`config.mk`:
```
export PLATFORM = sky130hd
export DESIGN_NAME = switch_event_ctrl
export DESIGN_NICKNAME = d
export VERILOG_FILES = /design/src/rtl/switch_event_ctrl_pkg.sv /design/src/rtl/switch_event_ctrl_channel.sv /design/src/rtl/switch_event_ctrl.sv
export SDC_FILE = /design/constraint.sdc
export NUM_CORES = 1
export LEC_CHECK = 0
export ABC_AREA = 1
export BUFFER_PORTS_ARGS = -buffer_cell sky130_fd_sc_hd__buf_4
export CAP_MARGIN = 25
export CORE_MARGIN = 10
export CORE_UTILIZATION = 55
export DETAILED_ROUTE_END_ITERATION = 16
export GPL_TIMING_DRIVEN = 0
export PLACE_DENSITY = 0.83
export SKIP_LAST_GASP = 1
export SYNTH_ARGS = -nofsm -noshare
export SYNTH_HDL_FRONTEND = slang
export SYNTH_SLANG_ARGS = --single-unit
export TNS_END_PERCENT = 30
```
`constraint.sdc`:
```
create_clock -name i_Clk -period 2.5 [get_ports i_Clk]
set_clock_uncertainty 0.2 [all_clocks]
set_input_delay 0.125 -clock i_Clk [delete_from_list [all_inputs] [get_ports i_Clk]]
set_output_delay 0.125 -clock i_Clk [all_outputs]
set_load 0.03 [all_outputs]
```
`src/rtl/switch_event_ctrl_pkg.sv`:
```
// Shared definitions for the switch event front-end.
//   - hold_state_e     : per-channel hold FSM encoding
//   - c_DEF_*          : default timing constants for a 25 MHz clock
//   - max_int()        : helper used to size shared counters
package switch_event_pkg;

  typedef enum logic [1:0] {
    HOLD_IDLE = 2'd0,
    HOLD_HELD = 2'd1,
    HOLD_LONG = 2'd2
  } hold_state_e;

  localparam int c_DEF_DEBOUNCE_CYCLES   = 250000;    // 10 ms
  localparam int c_DEF_LONG_PRESS_CYCLES = 12500000;  // 500 ms
  localparam int c_DEF_REPEAT_CYCLES     = 2500000;   // 100 ms

  function automatic int max_int(input int a, input int b);
    return (a > b) ? a : b;
  endfunction

endpackage

```
`src/rtl/switch_event_ctrl_channel.sv`:
```
// One push-button channel: 2-flop synchroniser, debounce counter and
// hold FSM (IDLE/HELD/LONG). All event outputs are registered 1-cycle pulses.
// Ports:
//   i_Clk, i_Rst_L       clock, async active-low reset
//   i_Switch             raw asynchronous switch input
//   o_Level              debounced level
//   o_Press / o_Release  debounced rise / fall pulses
//   o_Long               long-press threshold pulse
//   o_Repeat             auto-repeat pulses (only when c_REPEAT_EN)
//   o_Short_Release      release pulse that ended a HELD (not LONG) press
module switch_channel
  import switch_event_pkg::*;
#(
  parameter int c_DEBOUNCE_CYCLES   = c_DEF_DEBOUNCE_CYCLES,
  parameter int c_LONG_PRESS_CYCLES = c_DEF_LONG_PRESS_CYCLES,
  parameter int c_REPEAT_CYCLES     = c_DEF_REPEAT_CYCLES,
  parameter bit c_REPEAT_EN         = 1'b0
) (
  input  logic i_Clk,
  input  logic i_Rst_L,
  input  logic i_Switch,
  output logic o_Level,
  output logic o_Press,
  output logic o_Release,
  output logic o_Long,
  output logic o_Repeat,
  output logic o_Short_Release
);

  localparam int c_DB_W   = $clog2(c_DEBOUNCE_CYCLES + 1);
  localparam int c_HOLD_W = $clog2(max_int(c_LONG_PRESS_CYCLES, c_REPEAT_CYCLES) + 1);
  // Thresholds are compared against the count before the edge, hence the -1.
  localparam logic [c_DB_W-1:0]   c_DB_LAST   = c_DB_W'(c_DEBOUNCE_CYCLES - 1);
  localparam logic [c_HOLD_W-1:0] c_LONG_LAST = c_HOLD_W'(c_LONG_PRESS_CYCLES - 1);
  localparam logic [c_HOLD_W-1:0] c_REP_LAST  = c_HOLD_W'(c_REPEAT_CYCLES - 1);

  logic                r_Sync1, r_Sync2;
  logic [c_DB_W-1:0]   r_Db_Cnt, w_Db_Next;
  logic                r_Level;
  logic                w_Toggle, w_Rise, w_Fall;
  hold_state_e         r_State, w_State_Next;
  logic [c_HOLD_W-1:0] r_Hold_Cnt, w_Hold_Next;
  logic                r_Press, r_Release, r_Long, r_Repeat, r_Short_Rel;
  logic                w_Long, w_Repeat, w_Short_Rel;

  // Debounce: count consecutive cycles the synchronised input differs from the stable level.
  always_comb begin
    w_Db_Next = r_Db_Cnt;
    w_Toggle  = 1'b0;
    if (r_Sync2 == r_Level) begin
      w_Db_Next = '0;
    end else if (r_Db_Cnt >= c_DB_LAST) begin
      w_Toggle  = 1'b1;
      w_Db_Next = '0;
    end else begin
      w_Db_Next = r_Db_Cnt + c_DB_W'(1);
    end
  end

  assign w_Rise = w_Toggle & r_Sync2;
  assign w_Fall = w_Toggle & ~r_Sync2;

  // Hold FSM next state; a debounced fall overrides whatever the state would do.
  always_comb begin
    w_State_Next = r_State;
    w_Hold_Next  = r_Hold_Cnt;
    w_Long       = 1'b0;
    w_Repeat     = 1'b0;
    w_Short_Rel  = 1'b0;
    if (w_Fall) begin
      w_State_Next = HOLD_IDLE;
      w_Hold_Next  = '0;
      w_Short_Rel  = (r_State == HOLD_HELD);
    end else begin
      case (r_State)
        HOLD_IDLE: begin
          w_Hold_Next = '0;
          if (w_Rise) begin
            w_State_Next = HOLD_HELD;
          end else begin
            w_State_Next = HOLD_IDLE;
          end
        end
        HOLD_HELD: begin
          if (r_Hold_Cnt >= c_LONG_LAST) begin
            w_Long       = 1'b1;
            w_State_Next = HOLD_LONG;
            w_Hold_Next  = '0;
          end else begin
            w_Hold_Next = r_Hold_Cnt + c_HOLD_W'(1);
          end
        end
        HOLD_LONG: begin
          if (!c_REPEAT_EN) begin
            w_Hold_Next = '0;
          end else if (r_Hold_Cnt >= c_REP_LAST) begin
            w_Repeat    = 1'b1;
            w_Hold_Next = '0;
          end else begin
            w_Hold_Next = r_Hold_Cnt + c_HOLD_W'(1);
          end
        end
        default: begin
          w_State_Next = HOLD_IDLE;
          w_Hold_Next  = '0;
        end
      endcase
    end
  end

  // State, counters and registered event pulses.
  always_ff @(posedge i_Clk or negedge i_Rst_L) begin
    if (!i_Rst_L) begin
      r_Sync1     <= 1'b0;
      r_Sync2     <= 1'b0;
      r_Db_Cnt    <= '0;
      r_Level     <= 1'b0;
      r_State     <= HOLD_IDLE;
      r_Hold_Cnt  <= '0;
      r_Press     <= 1'b0;
      r_Release   <= 1'b0;
      r_Long      <= 1'b0;
      r_Repeat    <= 1'b0;
      r_Short_Rel <= 1'b0;
    end else begin
      r_Sync1     <= i_Switch;
      r_Sync2     <= r_Sync1;
      r_Db_Cnt    <= w_Db_Next;
      r_Level     <= r_Level ^ w_Toggle;
      r_State     <= w_State_Next;
      r_Hold_Cnt  <= w_Hold_Next;
      r_Press     <= w_Rise;
      r_Release   <= w_Fall;
      r_Long      <= w_Long;
      r_Repeat    <= w_Repeat;
      r_Short_Rel <= w_Short_Rel;
    end
  end

  assign o_Level         = r_Level;
  assign o_Press         = r_Press;
  assign o_Release       = r_Release;
  assign o_Long          = r_Long;
  assign o_Repeat        = r_Repeat;
  assign o_Short_Release = r_Short_Rel;

endmodule

```
`src/rtl/switch_event_ctrl.sv`:
```
// Push-button front-end: N independent debounced channels with press,
// release, long-press and auto-repeat pulses, plus a wrapping mode selector
// advanced by channel c_SEL_CH.
// Ports:
//   i_Clk, i_Rst_L   clock, async active-low reset
//   i_Switch[N]      raw switches (asynchronous)
//   i_Sel_Clear      synchronous selector clear (wins over an advance)
//   o_Level/o_Press/o_Release/o_Long/o_Repeat [N]  per-channel outputs
//   o_Select         selector value, o_Select_Wrap pulses on wrap to 0
module switch_event_ctrl
  import switch_event_pkg::*;
#(
  parameter int                        c_NUM_SWITCHES      = 4,
  parameter int                        c_DEBOUNCE_CYCLES   = c_DEF_DEBOUNCE_CYCLES,
  parameter int                        c_LONG_PRESS_CYCLES = c_DEF_LONG_PRESS_CYCLES,
  parameter int                        c_REPEAT_CYCLES     = c_DEF_REPEAT_CYCLES,
  parameter logic [c_NUM_SWITCHES-1:0] c_REPEAT_MASK       = c_NUM_SWITCHES'(4'b0110),
  parameter int                        c_SEL_CH            = 0,
  parameter int                        c_SEL_MAX           = 7,
  parameter int                        c_SEL_WIDTH         = 4,
  parameter int                        c_SEL_ON_RELEASE    = 1
) (
  input  logic                      i_Clk,
  input  logic                      i_Rst_L,
  input  logic [c_NUM_SWITCHES-1:0] i_Switch,
  input  logic                      i_Sel_Clear,
  output logic [c_NUM_SWITCHES-1:0] o_Level,
  output logic [c_NUM_SWITCHES-1:0] o_Press,
  output logic [c_NUM_SWITCHES-1:0] o_Release,
  output logic [c_NUM_SWITCHES-1:0] o_Long,
  output logic [c_NUM_SWITCHES-1:0] o_Repeat,
  output logic [c_SEL_WIDTH-1:0]    o_Select,
  output logic                      o_Select_Wrap
);

  localparam logic [c_NUM_SWITCHES-1:0] c_SEL_ONEHOT = c_NUM_SWITCHES'(1) << c_SEL_CH;
  localparam logic [c_SEL_WIDTH-1:0]    c_SEL_LAST   = c_SEL_WIDTH'(c_SEL_MAX);

  logic [c_NUM_SWITCHES-1:0] w_Short_Rel;
  logic                      w_Adv;
  logic [c_SEL_WIDTH-1:0]    r_Select, w_Select_Next;
  logic                      r_Wrap, w_Wrap_Next;

  for (genvar g = 0; g < c_NUM_SWITCHES; g++) begin : g_ch
    switch_channel #(
      .c_DEBOUNCE_CYCLES   (c_DEBOUNCE_CYCLES),
      .c_LONG_PRESS_CYCLES (c_LONG_PRESS_CYCLES),
      .c_REPEAT_CYCLES     (c_REPEAT_CYCLES),
      .c_REPEAT_EN         (c_REPEAT_MASK[g])
    ) u_ch (
      .i_Clk           (i_Clk),
      .i_Rst_L         (i_Rst_L),
      .i_Switch        (i_Switch[g]),
      .o_Level         (o_Level[g]),
      .o_Press         (o_Press[g]),
      .o_Release       (o_Release[g]),
      .o_Long          (o_Long[g]),
      .o_Repeat        (o_Repeat[g]),
      .o_Short_Release (w_Short_Rel[g])
    );
  end

  // The trigger is the registered pulse, so the selector moves one cycle after the event.
  assign w_Adv = (c_SEL_ON_RELEASE != 0) ? |(w_Short_Rel & c_SEL_ONEHOT)
                                         : |(o_Press & c_SEL_ONEHOT);

  // Selector next value: clear beats advance and suppresses the wrap pulse.
  always_comb begin
    w_Select_Next = r_Select;
    w_Wrap_Next   = 1'b0;
    if (i_Sel_Clear) begin
      w_Select_Next = '0;
    end else if (w_Adv) begin
      if (r_Select >= c_SEL_LAST) begin
        w_Select_Next = '0;
        w_Wrap_Next   = 1'b1;
      end else begin
        w_Select_Next = r_Select + c_SEL_WIDTH'(1);
      end
    end else begin
      w_Select_Next = r_Select;
    end
  end

  // Selector registers.
  always_ff @(posedge i_Clk or negedge i_Rst_L) begin
    if (!i_Rst_L) begin
      r_Select <= '0;
      r_Wrap   <= 1'b0;
    end else begin
      r_Select <= w_Select_Next;
      r_Wrap   <= w_Wrap_Next;
    end
  end

  assign o_Select      = r_Select;
  assign o_Select_Wrap = r_Wrap;

endmodule

```
==> results of run 1 <==
## flip-flops by register name, indices dropped and copies added, names as in the netlist, named ones only
name,flops
o_Select_Wrap,1
g_ch.u_ch.o_Long,4
g_ch.u_ch.r_Sync2,4
g_ch.u_ch.o_Repeat,2
o_Select,4
g_ch.u_ch.o_Release,4
g_ch.u_ch.o_Short_Release,1
g_ch.u_ch.r_Hold_Cnt,96
g_ch.u_ch.o_Press,4
g_ch.u_ch.r_State,8
g_ch.u_ch.r_Db_Cnt,72
g_ch.u_ch.r_Sync1,4
## layer usage
| layer | part of all wire, % | track usage [%] | wire (um) |
|---|---|---|---|
| met3 | 4.9 | 3.04 | 1190 |
| met5 | 0 | 0 | 0 |
| met1 | 46 | 24.9 | 11200 |
| met4 | 2.0 | 4.79 | 493 |
| met2 | 47 | 30.4 | 11400 |
## power by group
group | switching (W) | internal [W] | total, W
logic | 0.000119 | 0.0000473 | 0.000166
registers | 0.0000141 | 0.00339 | 0.00340
clock network | 0.00143 | 0.00253 | 0.00397
## synth_stat cells (all sizes together), types with 2 or more instances
| cell | count |
|---|---|
| nor2 | 354 |
| nand2 | 306 |
| dfrtp | 208 |
| inv | 191 |
| nand3 | 104 |
| nor3 | 72 |
| xor2 | 72 |
| nand4 | 48 |
| o21ai | 37 |
| buf | 33 |
| a21oi | 25 |
| xnor2 | 16 |
| ha | 15 |
| nor3b | 5 |
| nor4 | 5 |
| or2 | 4 |
| a31oi | 2 |
| a41oi | 2 |
| o21bai | 2 |
| o22ai | 2 |
## logic make-up after synthesis
| family | share of synthesized area, % |
|---|---|
| buffers and inverters | 8.58 |
| adder cells (fa/ha/maj) | 1.62 |
| AND/OR/NAND/NOR | 34.6 |
| XOR/XNOR | 6.66 |
| AO/OA/AOI/OAI | 3.47 |
| other | 0.0324 |
| flip-flops | 45.0 |
## stage by stage
step | hold slack [ns] | total power, W
6_report | -0.00368 | 0.00754
5_1_grt | 0.0464 | 0.00780
4_1_cts | 0.0134 | 0.00762
3_5_place_dp | -0.0373 | 0.00363
3_3_place_gp | 0.0355 | 0.00362
2_1_floorplan | -0.371 | 0.00353
## placed cells by master (no fill, tap or decap), drive strengths merged, types with 2 or more instances in the layout
cell type    count
inv            193
o21ai           37
or2              4
xor2            72
xnor2           16
conb             2
dlygate4sd3      6
a41oi            2
clkinvlp         3
clkinv           6
nor3b            5
buf             63
bufinv           6
nor3            72
nand4           48
nor4             5
nand2          306
nand3          104
dfrtp          208
nor2           354
o22ai            2
ha              15
o21bai           2
clkbuf          28
a21oi           25
a31oi            2
## worst max-delay path: cells and delay by family (launching register included)
kind	cells	cell delay [ns]
buf+inv	1	0.16
fa+ha+maj	1	0.22
simple gates	9	1.05
flops	1	0.43
## final cells by class
type	count	share of cell area, %
clock buffer	28	5.08
inverter	192	5.49
tap	270	2.57
multi-input combinational	1078	40.9
buffer	33	2.07
timing repair buffer	36	2.38
clock inverter	16	1.87
sequential	208	39.6
## final timing paths
path | from | end | slack, ns
max | g_ch[0].u_ch.r_Hold_Cnt[0] | g_ch[0].u_ch.r_Hold_Cnt[8] | 0.30
min | i_Rst_L | g_ch[2].u_ch.r_State[1] | -0.004
max reg2reg | g_ch[0].u_ch.r_Hold_Cnt[0] | g_ch[0].u_ch.r_Hold_Cnt[8] | 0.30
min reg2reg | g_ch[2].u_ch.r_Sync1 | g_ch[2].u_ch.r_Sync2 | 0.15
max in group asynchronous | i_Rst_L | g_ch[0].u_ch.r_Hold_Cnt[10] | 1.10
min in group i_Clk | i_Switch[2] | g_ch[2].u_ch.r_Sync1 | 0.06
==> impl_metrics.py, run 1 <==
metrics = {
    "drt": {
        "via_per_inst": 5.19,
        "vias": 9657,
        "wl_per_cell_um": 13.1,
        "final_antenna_net_count": 0,
        "drc": 0,
        "drtPass1Iterations": 8,
        "wl_mm": 24.3,
        "initialDrtViolationCount": 745,
    },
    "clocking": {
        "hold_buffers": 6,
        "ctsRootBufferMaster": "clkbuf_16",
        "cts_buffer_depth": 3,
        "clock_sinks": 208,
        "worstSkewPairLatency_ns": 0.52,
        "cts_max_level": 1,
        "clkTransAtPathRegs_ns": 0.06,
        "cts_buffers": 24,
        "post_cts_resized": 0,
        "cts_setup_buffers": 0,
        "tritoncts": "yes",
    },
    "synth": {
        "synth_flop_cell": "dfrtp_1",
        "ys_seq_area_share_pct": 45.0,
        "avgSynthCellArea_um2": 7.66,
        "synth_area_leader_cell": "dfrtp_1",
        "ys_types": 45,
        "syn-cell-area_um2": 11600,
        "synth_enable_flop_cells": 0,
        "synthCells": 1510,
        "synth_top_area_share_pct": 45.0,
        "ys_warn_count": 0,
        "synth.area.top_cells": "dfrtp_1 45%, nor2_1 11%, nand2_1 9.5%",
        "async_flop_share_pct": 100,
        "ys_ff_latch": 208,
    },
    "status": {
        "violations": "hold timing",
        "status": "complete, but fails checks",
    },
    "grt": {
        "grt_overflow": 0,
        "grt_pass1_vias": 9567,
        "antenna_found_initial": 0,
        "grt_pass1_wl_mm": 43.3,
        "grt_usage_pct": 18.5,
        "grt_max_degree": 128,
    },
    "pwr": {
        "power_density_nw_per_um2": 574,
        "p_leak_nw": 5.93,
        "irDropWorstVdd_mv": 0.570,
    },
    "floorplanning": {
        "die_w_um": 165,
        "pin_count": 32,
        "dieHeight_um": 165,
        "die-area_um2": 27200,
        "core.rowCount": 52,
        "core_um2": 20500,
        "start_util_pct": 56.4,
    },
    "placed_design": {
        "port_buffers": 29,
        "place_inst": 1811,
        "hpwl_mm": 17.4,
        "pre_cts_slack_ns": 0.305,
        "place_congestion": 0.933,
        "place_area_um2": 12200,
    },
    "setup_path": {
        "worst_setup_path_start_kind": "flop",
        "r2r_cells": 11,
        "cpMaxStageDelayCell": "dfrtp_1",
        "crit_path_end_kind": "flop",
        "cpPeakStageDelay_ns": 0.43,
        "cp_max_fo": 10,
        "crit_arrival_ns": 2.40,
        "required_ns": 2.70,
        "worst-setup-path-type": "flop to flop",
        "crit_top_cell": "nand2_1",
        "cp_cell_sequence": "ha_1 > nand2_1 > nor2_1 > nand2_1 > nand2_1 > nand3_1 > nand3_2 > nor2_4 > nand2_4 > buf_6 > nor2_1",
    },
    "timing": {
        "setup_viol": 0,
        "maxSlewHeadroom_pct": 59.4,
        "layout_setup_ws_ns": 0.298,
        "rsz0062_at_grt": "false",
        "hold_violations": 1,
        "tightest_slew_ns": 0.609,
        "tns_ns": 0,
        "final_max_slew_viol_count": 0,
        "whs_ns": -0.00368,
        "fin_crit_sh_pct": 88.1,
        "fin_crit_ns": 2.20,
        "max_freq_ghz": 0.454,
    },
    "final_layout": {
        "stdcell_count": 1861,
        "nFillCells": 1737,
        "n_antenna_cell": 0,
        "nNetsFinal": 1595,
        "area_growth_pct": 13.5,
        "regArea_um2": 5200,
        "drive_gt1_share_pct": 10.8,
        "final_area_um2": 13100,
        "final_util_pct": 64.1,
        "multiInputGateArea_um2": 5380,
    },
    "job": {
        "drv_cap": 0,
    },
    "min_path": {
        "hp-class": "input pin to async pin",
    },
}
Power figures use the tool's default switching activity.
==> run 2: changes to the inputs <==
Settings changed: CORE_MARGIN 10 to 2, PLACE_DENSITY 0.83 to unset, PLACE_DENSITY_LB_ADDON set to 0.25.
==> run 2 against run 1 <==
Effect of this change:
- the run now ends clean
- critical path type unchanged
- first-iteration DRC count shrank 34%
- register-to-register slack got worse by 0.02 ns
- final cell count increased by 0.27%
- sequential power barely moved
- critical endpoint is now g_ch[0].u_ch.r_State[0]
- non-clock buffer count up 2
- die area is 18% lower
- clock power is 18% lower
==> impl_metrics.py, run 2 (synthesis results as in run 1) <==
metrics = {
    "pwr": {
        "p_int_w": 0.00539,
        "combPwrFrac_pct": 2.5,
        "power_density_nw_per_um2": 525,
        "irDropWorstVdd_mv": 0.372,
        "p_leak_nw": 5.86,
        "p_seq_share_pct": 49.9,
        "switching_share_pct": 21.1,
        "clkPwrFrac_pct": 47.6,
        "p_sw_w": 0.00144,
    },
    "drt": {
        "met2_length_mm": 10.8,
        "drc": 0,
        "wl_mm": 23.1,
        "wl_met3_um": 688,
        "initialDrtViolationCount": 495,
        "vias": 9470,
        "drtPass1Iterations": 5,
        "highest_layer": "met4",
        "wl_per_cell_um": 12.4,
        "via_per_inst": 5.08,
        "final_antenna_net_count": 0,
        "wl_met1_mm": 11.1,
    },
    "placed_design": {
        "port_buffers": 29,
        "hpwl_mm": 17.0,
        "place_inst": 1817,
        "place_congestion": 0.899,
        "place_area_um2": 12200,
        "pre_cts_slack_ns": 0.340,
    },
    "setup_path": {
        "crit_path_end_kind": "flop",
        "crit_arrival_ns": 2.41,
        "worst-setup-path-type": "flop to flop",
        "cp_cell_sequence": "ha_1 > nand2_1 > nor2_1 > nand2_1 > nand2_1 > nand3_1 > nand3_2 > nor2_4 > nand2_4 > buf_6 > nand2_1",
        "cpMaxStageDelayCell": "dfrtp_1",
        "worst_setup_path_start_kind": "flop",
        "cp_max_fo": 10,
        "required_ns": 2.69,
        "crit_family": "simple AND/OR/NAND/NOR gates",
        "crit_buf_inv": 1,
        "cpPeakStageDelay_ns": 0.45,
        "crit_top_cell": "nand2_1",
    },
    "final_layout": {
        "top_regs": "g_ch.u_ch.r_Hold_Cnt: 96 flops, g_ch.u_ch.r_Db_Cnt: 72 flops, g_ch.u_ch.r_State: 8 flops",
        "final_area_um2": 13000,
        "nNetsFinal": 1597,
        "regMostFlops": "g_ch.u_ch.r_Hold_Cnt",
        "stdcell_count": 1866,
        "largest_register_ffs": 96,
        "final_common_cell": "nor2_1",
        "drive_gt1_share_pct": 10.2,
        "n_antenna_cell": 0,
        "final_cell_mix": "333 x nor2_1, 294 x nand2_1, 208 x dfrtp_1, 183 x inv_1, 98 x nand3_1",
        "area_growth_pct": 12.4,
    },
    "clocking": {
        "post_cts_resized": 0,
        "clkTransAtPathRegs_ns": 0.06,
        "worstSkewPairLatency_ns": 0.51,
        "cts_max_level": 1,
        "cts_buffer_depth": 3,
        "ctsRootBufferMaster": "clkbuf_16",
        "clock_sinks": 208,
        "tritoncts": "yes",
        "cts_buffers": 24,
    },
    "timing": {
        "layout_setup_ws_ns": 0.278,
        "setup_viol": 0,
        "hold_violations": 0,
        "rsz0062_at_grt": "false",
        "max_freq_ghz": 0.450,
        "fin_crit_ns": 2.22,
        "final_max_slew_viol_count": 0,
        "tns_ns": 0,
        "fin_crit_sh_pct": 88.9,
        "whs_ns": 0.0649,
    },
    "grt": {
        "grt_overflow": 0,
        "grt_usage_pct": 21.8,
        "grt_pass1_wl_mm": 40.8,
        "antenna_found_initial": 0,
        "grt_max_degree": 76,
        "grt_pass1_vias": 9153,
    },
    "floorplanning": {
        "die_w_um": 149,
        "start_util_pct": 55.6,
        "core.rowCount": 53,
        "core_um2": 20800,
        "die-area_um2": 22200,
        "dieHeight_um": 149,
        "pin_count": 32,
    },
    "status": {
        "status": "completed",
    },
    "min_path": {
        "hp-class": "input pin to flop",
    },
    "job": {
        "drv_cap": 0,
    },
}
run 2: changes by cell type in the layout (fill, tap and decap cells not counted), sizes merged:
cell / previous run / this run
clkinvlp: 3 / 2
clkbuf: 28 / 38
clkinv: 6 / 3
inv: 193 / 191
bufinv: 6 / 0
buf: 63 / 64
dlygate4sd3: 6 / 7
run 2: area by class of cell:
type | count | area (um^2)
well taps | 275 | 344
clock buffers | 38 | 714
plain buffers | 33 | 272
flip-flops and latches | 208 | 5200
multi-input cells | 1078 | 5380
inverters | 192 | 721
clock inverters | 4 | 25.0
repair buffers | 38 | 350
fillers | 1860 | 7820
run 2: repair_timing:
action                                 CTS  global route
endpoints found under the hold margin  217             0
setup buffers                            0             0
hold buffers                             7             0
run 2: stage by stage:
step                power [W]  utilization (%)
floorplan             0.00353                -
global placement      0.00362             58.3
detailed placement    0.00364             58.6
CTS                   0.00693             62.5
global route          0.00709             62.5
finish                0.00683             62.5
run 2: power by group through the flow:
stage	registers [W]	logic, W	clock network, W
final	0.00341	0.000172	0.00325
after floorplan	0.00347	0.0000633	0
after global placement	0.00346	0.000155	0
after detailed placement	0.00347	0.000170	0
after global routing	0.00341	0.000202	0.00348
after CTS	0.00341	0.000179	0.00334
run 2: path summary, 6_finish.rpt:
| path | cells after the start | slack, ns | start | endpoint |
|---|---|---|---|---|
| worst max register to register | 11 | 0.28 | g_ch[0].u_ch.r_Hold_Cnt[0] | g_ch[0].u_ch.r_State[0] |
| worst max-delay path | 11 | 0.28 | g_ch[0].u_ch.r_Hold_Cnt[0] | g_ch[0].u_ch.r_State[0] |
| min in group asynchronous | 3 | 0.49 | i_Rst_L | g_ch[2].u_ch.r_Hold_Cnt[16] |
| worst min-delay path | 2 | 0.06 | i_Switch[0] | g_ch[0].u_ch.r_Sync1 |
| max in group asynchronous | 4 | 0.87 | i_Rst_L | g_ch[1].u_ch.r_Db_Cnt[1] |
| worst min register to register | 0 | 0.14 | g_ch[2].u_ch.r_Sync1 | g_ch[2].u_ch.r_Sync2 |
run 2: routing by layer:
metal / vias up / track usage, %
met5: - / 0
met4: 0 / 4.86
met1: 4398 / 29.7
met3: 34 / 2.72
li1: 4892 / -
met2: 146 / 37.5
==> run 3: changes to the inputs <==
Settings changed: CORE_UTILIZATION 55 to 30.
==> run 3 against run 2 <==
Effect of this change:
- combinational power hardly changed
- sequential power about the same
- worst setup slack better by 0.085 ns
- largest cell class unchanged
- global-route usage fell by 9.4 points
- critical path depth is the same
==> impl_metrics.py, run 3 (synthesis results as in run 1) <==
metrics = {
    "job": {
        "drv_cap": 0,
    },
    "floorplanning": {
        "core_um2": 37800,
        "die-area_um2": 40100,
        "dieHeight_um": 200,
        "pin_count": 32,
        "die_w_um": 200,
        "core.rowCount": 71,
        "start_util_pct": 30.6,
    },
    "clocking": {
        "ctsRootBufferMaster": "clkbuf_16",
        "cts_buffers": 27,
        "worstSkewPairLatency_ns": 0.55,
        "clock_sinks": 208,
        "clkTransAtPathRegs_ns": 0.06,
        "tritoncts": "yes",
        "cts_setup_buffers": 0,
        "cts_max_level": 1,
        "post_cts_resized": 0,
        "hold_buffers": 9,
        "cts_buffer_depth": 3,
    },
    "drt": {
        "wl_mm": 24.5,
        "via_per_inst": 4.45,
        "vias": 9388,
        "drtPass1Iterations": 5,
        "final_antenna_net_count": 0,
        "initialDrtViolationCount": 552,
        "wl_per_cell_um": 11.6,
        "drc": 0,
    },
    "pwr": {
        "combPwrFrac_pct": 2.3,
        "irDropWorstVdd_mv": 0.418,
        "power_w": 0.00753,
        "clkPwrFrac_pct": 52.5,
        "p_sw_w": 0.00163,
        "power_density_nw_per_um2": 559,
        "p_leak_nw": 5.94,
        "switching_share_pct": 21.6,
        "p_seq_share_pct": 45.2,
        "p_int_w": 0.00590,
    },
    "placed_design": {
        "place_congestion": 0.847,
        "port_buffers": 29,
        "hpwl_mm": 17.6,
        "place_inst": 2052,
        "pre_cts_slack_ns": 0.365,
    },
    "timing": {
        "tightest_slew_ns": 0.801,
        "hold_violations": 0,
        "max_freq_ghz": 0.468,
        "layout_setup_ws_ns": 0.363,
        "tns_ns": 0,
        "rsz0062_at_grt": "false",
        "maxSlewHeadroom_pct": 46.6,
        "setup_viol": 0,
        "final_max_slew_viol_count": 0,
        "fin_crit_sh_pct": 85.5,
        "fin_crit_ns": 2.14,
    },
    "setup_path": {
        "required_ns": 2.74,
        "cp_max_fo": 10,
        "worst-setup-path-type": "flop to flop",
        "worst_setup_path_start_kind": "flop",
        "crit_path_end_kind": "flop",
        "crit_arrival_ns": 2.37,
    },
    "final_layout": {
        "n_antenna_cell": 0,
        "drive_gt1_share_pct": 10.6,
        "final_cell_mix": "333 x nor2_1, 294 x nand2_1, 208 x dfrtp_1, 183 x inv_1, 98 x nand3_1",
        "regMostFlops": "g_ch.u_ch.r_Hold_Cnt",
        "area_growth_pct": 16.3,
        "nNetsFinal": 1601,
        "largest_register_ffs": 96,
        "stdcell_count": 2109,
        "final_common_cell": "nor2_1",
        "top_regs": "g_ch.u_ch.r_Hold_Cnt: 96 flops, g_ch.u_ch.r_Db_Cnt: 72 flops, g_ch.u_ch.r_State: 8 flops",
        "final_util_pct": 35.6,
    },
    "grt": {
        "grt_overflow": 0,
        "grt_max_degree": 106,
        "grt_usage_pct": 12.4,
        "grt_pass1_wl_mm": 43.3,
        "antenna_found_initial": 0,
        "grt_pass1_vias": 9369,
    },
    "status": {
        "status": "completed",
    },
    "min_path": {
        "hp-class": "input pin to async pin",
    },
}
[run 3: cell types whose count changed in the layout (fill, tap and decap cells not counted), sizes merged]
cell and delta:
clkinvlp -2, clkinv +2, clkbuf +2, bufinv +3, inv +1, dlygate4sd3 +2, buf -1
[run 3: power by group through the flow]
stage / Sequential (W) / Combinational, W / Clock, W
after floorplan: 0.00347 / 0.0000633 / 0
after CTS: 0.00341 / 0.000180 / 0.00410
after global placement: 0.00347 / 0.000160 / 0
after detailed placement: 0.00347 / 0.000169 / 0
after global routing: 0.00341 / 0.000203 / 0.00422
final: 0.00341 / 0.000170 / 0.00395
[run 3: stage by stage]
| step | instance area (um^2) | hold slack (ns) |
|---|---|---|
| final | 13500 | 0.00902 |
| after CTS | 13500 | 0.00741 |
| after global placement | 12400 | 0.0357 |
| after global routing | 13500 | 0.0230 |
| after detailed placement | 12500 | 0.0358 |
| after floorplan | 11600 | -0.371 |
[run 3: per-layer routing]
layer	GRT usage, %	routed length, um	up-vias
met1	16.7	12200	4349
met4	3.60	661	0
met5	0	0	-
met3	2.05	836	45
met2	20.7	10700	105
li1	-	-	4889
[run 3: path summary, 6_finish.rpt]
path	depth (start not counted)	startpoint	slack, ns	to
worst min register to register	0	g_ch[0].u_ch.r_Sync1	0.16	g_ch[0].u_ch.r_Sync2
worst max-delay path	11	g_ch[0].u_ch.r_Hold_Cnt[0]	0.36	g_ch[0].u_ch.r_State[0]
min in group i_Clk	2	i_Switch[0]	0.03	g_ch[0].u_ch.r_Sync1
max in group asynchronous	3	i_Rst_L	1.05	g_ch[0].u_ch.r_Db_Cnt[16]
worst max register to register	11	g_ch[0].u_ch.r_Hold_Cnt[0]	0.36	g_ch[0].u_ch.r_State[0]
worst min-delay path	2	i_Rst_L	0.009	g_ch[2].u_ch.r_Hold_Cnt[16]
[run 3: layout make-up]
| cell class | instances | area (um^2) |
|---|---|---|
| timing repair buffer | 39 | 343 |
| inverter | 192 | 721 |
| clock inverter | 8 | 119 |
| sequential | 208 | 5200 |
| tap | 511 | 639 |
| fill | 3999 | 24400 |
| multi-input combinational | 1078 | 5380 |
| clock buffer | 40 | 785 |
| buffer | 33 | 272 |
[run 3: critical path, stage by stage (launching register included)]
cell	delay, ns
dfrtp_1	0.44
ha_1	0.22
nand2_1	0.08
nor2_1	0.21
nand2_1	0.11
nand2_1	0.12
nand3_1	0.10
nand3_2	0.15
nor2_4	0.06
nand2_4	0.12
buf_6	0.16
nand2_1	0.06
